==> config.mk <==
export PLATFORM = sky130hd
export DESIGN_NAME = instruction_fetch_unit_flat
export DESIGN_NICKNAME = d
export VERILOG_FILES = /design/src/rtl/instruction_fetch_unit_if.sv /design/src/rtl/instruction_fetch_unit.sv /design/src/flat_wrapper.sv
export SDC_FILE = /design/constraint.sdc
export NUM_CORES = 1
export LEC_CHECK = 0
export CAP_MARGIN = 20
export CELL_PAD_IN_SITES_DETAIL_PLACEMENT = 1
export CELL_PAD_IN_SITES_GLOBAL_PLACEMENT = 2
export CORE_MARGIN = 3
export CORE_UTILIZATION = 29
export CTS_CLUSTER_DIAMETER = 30
export DETAILED_ROUTE_END_ITERATION = 6
export PLACE_DENSITY = 0.78
export SYNTH_ARGS = -nofsm -noshare
export SYNTH_HDL_FRONTEND = slang
export SYNTH_SLANG_ARGS = --single-unit
==> constraint.sdc <==
create_clock -name clock -period 12.3 [get_ports clock]
set_input_delay 3.075 -clock clock [delete_from_list [all_inputs] [get_ports clock]]
set_output_delay 3.075 -clock clock [all_outputs]
set_load 0.02 [all_outputs]
==> src/rtl/instruction_fetch_unit_if.sv <==
// Instruction-memory read bus.
// The fetch unit is master; memory is slave.
interface instruction_fetch_unit_if #(
  parameter int ADDR_W  = 64,
  parameter int INSTR_W = 32
);
  logic               mem_req;
  logic [ADDR_W-1:0]  mem_addr;
  logic               mem_ack;
  logic [INSTR_W-1:0] mem_rdata;

  modport master (
    output mem_req,
    output mem_addr,
    input  mem_ack,
    input  mem_rdata
  );

  modport slave (
    input  mem_req,
    input  mem_addr,
    output mem_ack,
    output mem_rdata
  );
endinterface

==> src/rtl/instruction_fetch_unit.sv <==
// Fetch unit: owns PC and instruction register.
// One memory read per fetch, with a timeout.
module instruction_fetch_unit #(
  parameter int ADDR_W  = 64,
  parameter int INSTR_W = 32,
  parameter logic [ADDR_W-1:0] RESET_PC = '0,
  parameter int MAX_WAIT = 15
) (
  input  logic               clock,
  input  logic               reset,
  input  logic               fetch_start,
  input  logic               pc_load,
  input  logic               pc_sel,
  input  logic [ADDR_W-1:0]  branch_offset,
  input  logic [ADDR_W-1:0]  branch_target,
  instruction_fetch_unit_if.master mem,
  output logic [INSTR_W-1:0] instr,
  output logic               instr_valid,
  output logic [ADDR_W-1:0]  pc,
  output logic [ADDR_W-1:0]  fetched_pc,
  output logic               fetch_busy,
  output logic               fetch_err
);

  typedef enum logic {
    IDLE,
    BUSY
  } state_t;

  localparam logic [7:0] LAST_WAIT =
    8'(MAX_WAIT - 1);
  localparam logic [ADDR_W-1:0] ALIGN_MASK =
    ~ADDR_W'(3);

  state_t            state;
  state_t            state_n;
  logic [7:0]        wait_cnt;
  logic [ADDR_W-1:0] addr_q;
  logic [ADDR_W-1:0] next_pc;
  logic [ADDR_W-1:0] rel_pc;
  logic [ADDR_W-1:0] abs_pc;
  logic              timeout;

  assign mem.mem_req  = (state == BUSY);
  assign mem.mem_addr = addr_q;
  assign fetch_busy   = (state == BUSY);

  assign rel_pc  = fetched_pc
                 + (branch_offset << 2);
  assign abs_pc  = branch_target & ALIGN_MASK;
  assign next_pc = pc_load
                 ? (pc_sel ? abs_pc : rel_pc)
                 : pc;

  // An ack on the final wait cycle wins.
  assign timeout = (wait_cnt == LAST_WAIT)
                 && !mem.mem_ack;

  // State register; reset abandons any fetch.
  always_ff @(posedge clock or posedge reset) begin
    if (reset) state <= IDLE;
    else       state <= state_n;
  end

  // Next-state decode.
  always_comb begin
    state_n = state;
    unique case (state)
      IDLE: begin
        if (fetch_start) state_n = BUSY;
      end
      BUSY: begin
        if (mem.mem_ack) state_n = IDLE;
        else if (timeout) state_n = IDLE;
      end
      default: state_n = IDLE;
    endcase
  end

  // PC, address, IR and status registers.
  always_ff @(posedge clock or posedge reset) begin
    if (reset) begin
      pc          <= RESET_PC;
      fetched_pc  <= '0;
      instr       <= '0;
      instr_valid <= 1'b0;
      addr_q      <= '0;
      wait_cnt    <= '0;
      fetch_err   <= 1'b0;
    end else begin
      instr_valid <= 1'b0;
      unique case (state)
        IDLE: begin
          if (pc_load) pc <= next_pc;
          if (fetch_start) begin
            addr_q   <= next_pc;
            wait_cnt <= '0;
          end
        end
        BUSY: begin
          if (mem.mem_ack) begin
            instr       <= mem.mem_rdata;
            fetched_pc  <= addr_q;
            pc          <= addr_q + ADDR_W'(4);
            instr_valid <= 1'b1;
          end else if (timeout) begin
            fetch_err <= 1'b1;
          end else begin
            wait_cnt <= wait_cnt + 8'd1;
          end
        end
        default: ;
      endcase
    end
  end

endmodule

==> src/flat_wrapper.sv <==
// flat-port wrapper written by rule: the top's interface ports become plain ports
module instruction_fetch_unit_flat 
#(
  parameter int ADDR_W  = 64,
  parameter int INSTR_W = 32,
  parameter logic [ADDR_W-1:0] RESET_PC = '0,
  parameter int MAX_WAIT = 15
)
  (clock, reset, fetch_start, pc_load, pc_sel, branch_offset, branch_target, instr, instr_valid, pc, fetched_pc, fetch_busy, fetch_err, mem_mem_req, mem_mem_addr, mem_mem_ack, mem_mem_rdata);
  instruction_fetch_unit_if #(.ADDR_W(ADDR_W), .INSTR_W(INSTR_W)) mem_i ();
  input  logic clock;
  input  logic reset;
  input  logic fetch_start;
  input  logic pc_load;
  input  logic pc_sel;
  input  logic [ADDR_W-1:0] branch_offset;
  input  logic [ADDR_W-1:0] branch_target;
  output logic [INSTR_W-1:0] instr;
  output logic instr_valid;
  output logic [ADDR_W-1:0] pc;
  output logic [ADDR_W-1:0] fetched_pc;
  output logic fetch_busy;
  output logic fetch_err;
  output wire logic [$bits(mem_i.mem_req)-1:0] mem_mem_req;
  output wire logic [$bits(mem_i.mem_addr)-1:0] mem_mem_addr;
  input wire logic [$bits(mem_i.mem_ack)-1:0] mem_mem_ack;
  input wire logic [$bits(mem_i.mem_rdata)-1:0] mem_mem_rdata;
  assign mem_mem_req = mem_i.mem_req;
  assign mem_mem_addr = mem_i.mem_addr;
  assign mem_i.mem_ack = mem_mem_ack;
  assign mem_i.mem_rdata = mem_mem_rdata;
  instruction_fetch_unit #(.ADDR_W(ADDR_W), .INSTR_W(INSTR_W), .RESET_PC(RESET_PC), .MAX_WAIT(MAX_WAIT)) u_core (.clock(clock), .reset(reset), .fetch_start(fetch_start), .pc_load(pc_load), .pc_sel(pc_sel), .branch_offset(branch_offset), .branch_target(branch_target), .mem(mem_i), .instr(instr), .instr_valid(instr_valid), .pc(pc), .fetched_pc(fetched_pc), .fetch_busy(fetch_busy), .fetch_err(fetch_err));
endmodule
==> run metrics <==
run status finished, final reports clean; class of the tightest hold or removal check flop to flop; post-DR vias/cell 5.387; total number of H-tree levels 3; FF+latch count, synth 235; initial antenna violation count 6; Yosys Warn Count 0; area growth from synthesis to layout 47.84%; minimum hold slack 471.6 ps; post-layout min period 6347 ps; post-route non-filler standard cell count 3002; most common library cell in the layout ignoring fill and taps nand2_1; net count of the finished layout 2486; arrival time at the worst endpoint 6810 ps; synthesized net count 2111; GRT Resource Usage Total 24.75%; top flip-flop cell by instance count after synthesis dfrtp_1; FILL cells 6017; Layout Skew 19.59 ps; Cell Rows 83; clock tree from TritonCTS done; total CTS buffers 81; final worst path period share 51.60%; MaxCap Viol Count 0; DRT iter0 DRCs 925; CP Launch Type primary input; sinks on the clock net 235; final hold violations 0; slack of the critical path 5953 ps; Port Buffers 389; effective utilization at floorplan 29.56%; Slew Limit Headroom 33.98%; Async S/R FF share, synth 100.0%; Max Fanout on Critical Path 8; number of vias in the routed layout 16170; number of resized instances in the post-cts repair step 0; worst-case vdd ir drop 0.1264 mV; worst-margin pin slew 990.3 ps; post-cts hold buffer count 0; Total Wirelength 70360 µm; core utilization of the finished layout 43.70%; average detailed-routed wire length per instance 23.44 µm; DR DRC count 0; category of the critical setup timing path primary input to flop; global-route wire length before repair 107400 µm; unrepaired setup endpoints after global routing false; CORE AREA 51720 µm²; DRT Pass-1 Iters 5; insertion delay to the later sink of the worst-skew pair 600 ps; clk slew on worst S/H paths 40 ps; Setup TNS 0 ps; post-synth cell types 87; number of primary I/O pins 394; die width 235.6 µm; library cell used as clock root buffer clkbuf_16; number of enable-type register cells in the synthesized netlist 0; Worst Setup End Kind flop; leading cell types in the layout, fill and taps excluded nand2_1 (441), clkdlybuf4s50_1 (387), dfrtp_1 (235); die height 235.6 µm; mean cell area of the mapped netlist 8.131 µm²; share of post-route cells with drive strength above 1 8.456%; number of setup violations in the final report 0; pins over their slew limit 0; setup repair bufs after CTS 0; synthesized netlist cell count 1880; Place WS 5378 ps; Placed Instances 2852; largest net degree at the start of global routing 118; critical path data required time 12760 ps; antenna viol nets, final 0; half-perimeter wire length after detailed placement 49450 µm; leakage power 9.859 nW; sequential area share after synthesis 38.47%; gpl congestion 0.8453; total standard cell area after synthesis 15290 µm²; Die Outline Area 55510 µm²; maximum number of buffers from clock root to sink 3; grt ovf 0; Pwr Density 277.0 nW/µm²; achievable clock frequency 0.1576 GHz; via count of the first global-routing pass 17480
[sequential cells by signal, summed over array words and instances (netlist names)]
| name | flops |
|---|---|
| u_core.mem.mem_addr | 64 |
| u_core.wait_cnt | 8 |
| u_core.instr | 32 |
| u_core.fetch_err | 1 |
| u_core.pc | 64 |
| u_core.instr_valid | 1 |
| u_core.fetch_busy | 1 |
| u_core.fetched_pc | 64 |
[layout make-up]
cell class | count | area [µm²] | share of cell area (%)
multi-input combinational | 1502 | 8872 | 39.26
sequential | 235 | 5881 | 26.02
timing repair buffer | 407 | 4021 | 17.79
clock buffer | 111 | 2352 | 10.41
tap | 680 | 850.8 | 3.765
clock inverter | 35 | 498.0 | 2.203
inverter | 28 | 115.1 | 0.5093
antenna | 4 | 10.01 | 0.04429
[path summary, 6_finish.rpt]
path / from / endpoint / slack, ps / cells past startpoint
worst min-delay path: u_core.instr[13] / u_core.instr[13] / 470 / 2
worst max register to register: u_core.fetched_pc[24] / u_core.mem.mem_addr[57] / 8510 / 10
max in group asynchronous: reset / u_core.fetched_pc[39] / 7810 / 3
worst min register to register: u_core.instr[13] / u_core.instr[13] / 470 / 2
worst max-delay path: branch_offset[22] / u_core.mem.mem_addr[57] / 5950 / 11
min in group asynchronous: reset / u_core.fetched_pc[2] / 3070 / 2
[worst max-delay path, cell delays in order]
cell	delay, ps
clkdlybuf4s50_1	450
ha_1	490
nand4_1	250
or4_1	570
or2_0	240
o22ai_2	300
o21ai_2	200
a2111oi_1	660
o31ai_1	130
a31oi_1	300
o21ai_0	130
[routing by layer]
layer	part of all wire (%)	up-vias	GRT usage, %
met1	42	8057	30.80
li1	-	7458	-
met3	6.8	141	6.420
met4	3.0	6	9.384
met5	0.058	-	0
met2	48	510	41.15
[Yosys cell counts, types with 5 or more instances]
library cell | count | area [µm²]
nand2_1 | 443 | 1663
inv_1 | 26 | 97.59
a221o_1 | 6 | 60.06
nand4_1 | 38 | 237.7
buf_2 | 14 | 70.07
o21a_1 | 10 | 75.07
ha_1 | 64 | 800.8
o31ai_1 | 6 | 45.04
a21o_1 | 36 | 270.3
o211ai_1 | 21 | 157.7
a221oi_1 | 5 | 43.79
a22oi_1 | 11 | 82.58
nand3_1 | 43 | 215.2
a21oi_1 | 147 | 735.7
or3_1 | 17 | 106.4
a211oi_1 | 14 | 105.1
o21ai_1 | 6 | 30.03
clkbuf_1 | 85 | 319.1
and3_1 | 34 | 212.7
xor2_1 | 42 | 367.9
nor2b_1 | 7 | 43.79
and2_1 | 13 | 81.33
a211o_1 | 5 | 43.79
nor3_1 | 28 | 140.1
or2_2 | 6 | 37.54
mux2i_1 | 23 | 230.2
o221ai_1 | 7 | 61.31
and4_1 | 8 | 70.07
xnor2_1 | 60 | 525.5
buf_1 | 12 | 45.04
o21bai_1 | 19 | 142.6
nor2_1 | 109 | 409.1
o21ai_0 | 141 | 705.7
a31oi_1 | 20 | 125.1
dfrtp_1 | 235 | 5881
o22ai_1 | 34 | 212.7
[power breakdown]
group          total (W)  switching [W]  internal [W]
Sequential       0.00144       0.000375       0.00106
Clock            0.00214       0.000593       0.00155
Combinational    0.00268        0.00155       0.00113
[per-stage QoR]
stage                     power, W  cell area [µm²]
after floorplan           0.002899            15290
after global placement    0.004059            19740
after detailed placement  0.004114            19740
after CTS                 0.006304            22590
after global routing      0.006613            22590
final                     0.006260            22600
[cell families after synthesis]
logic type	after synthesis	synth area share, %
flops	235	38.47
compound gates	532	21.92
xor+xnor	102	5.844
buf+inv	143	3.708
simple gates	778	23.04
fa+ha+maj	65	5.369
mux	25	1.653
(Power assumes the default switching activity.)
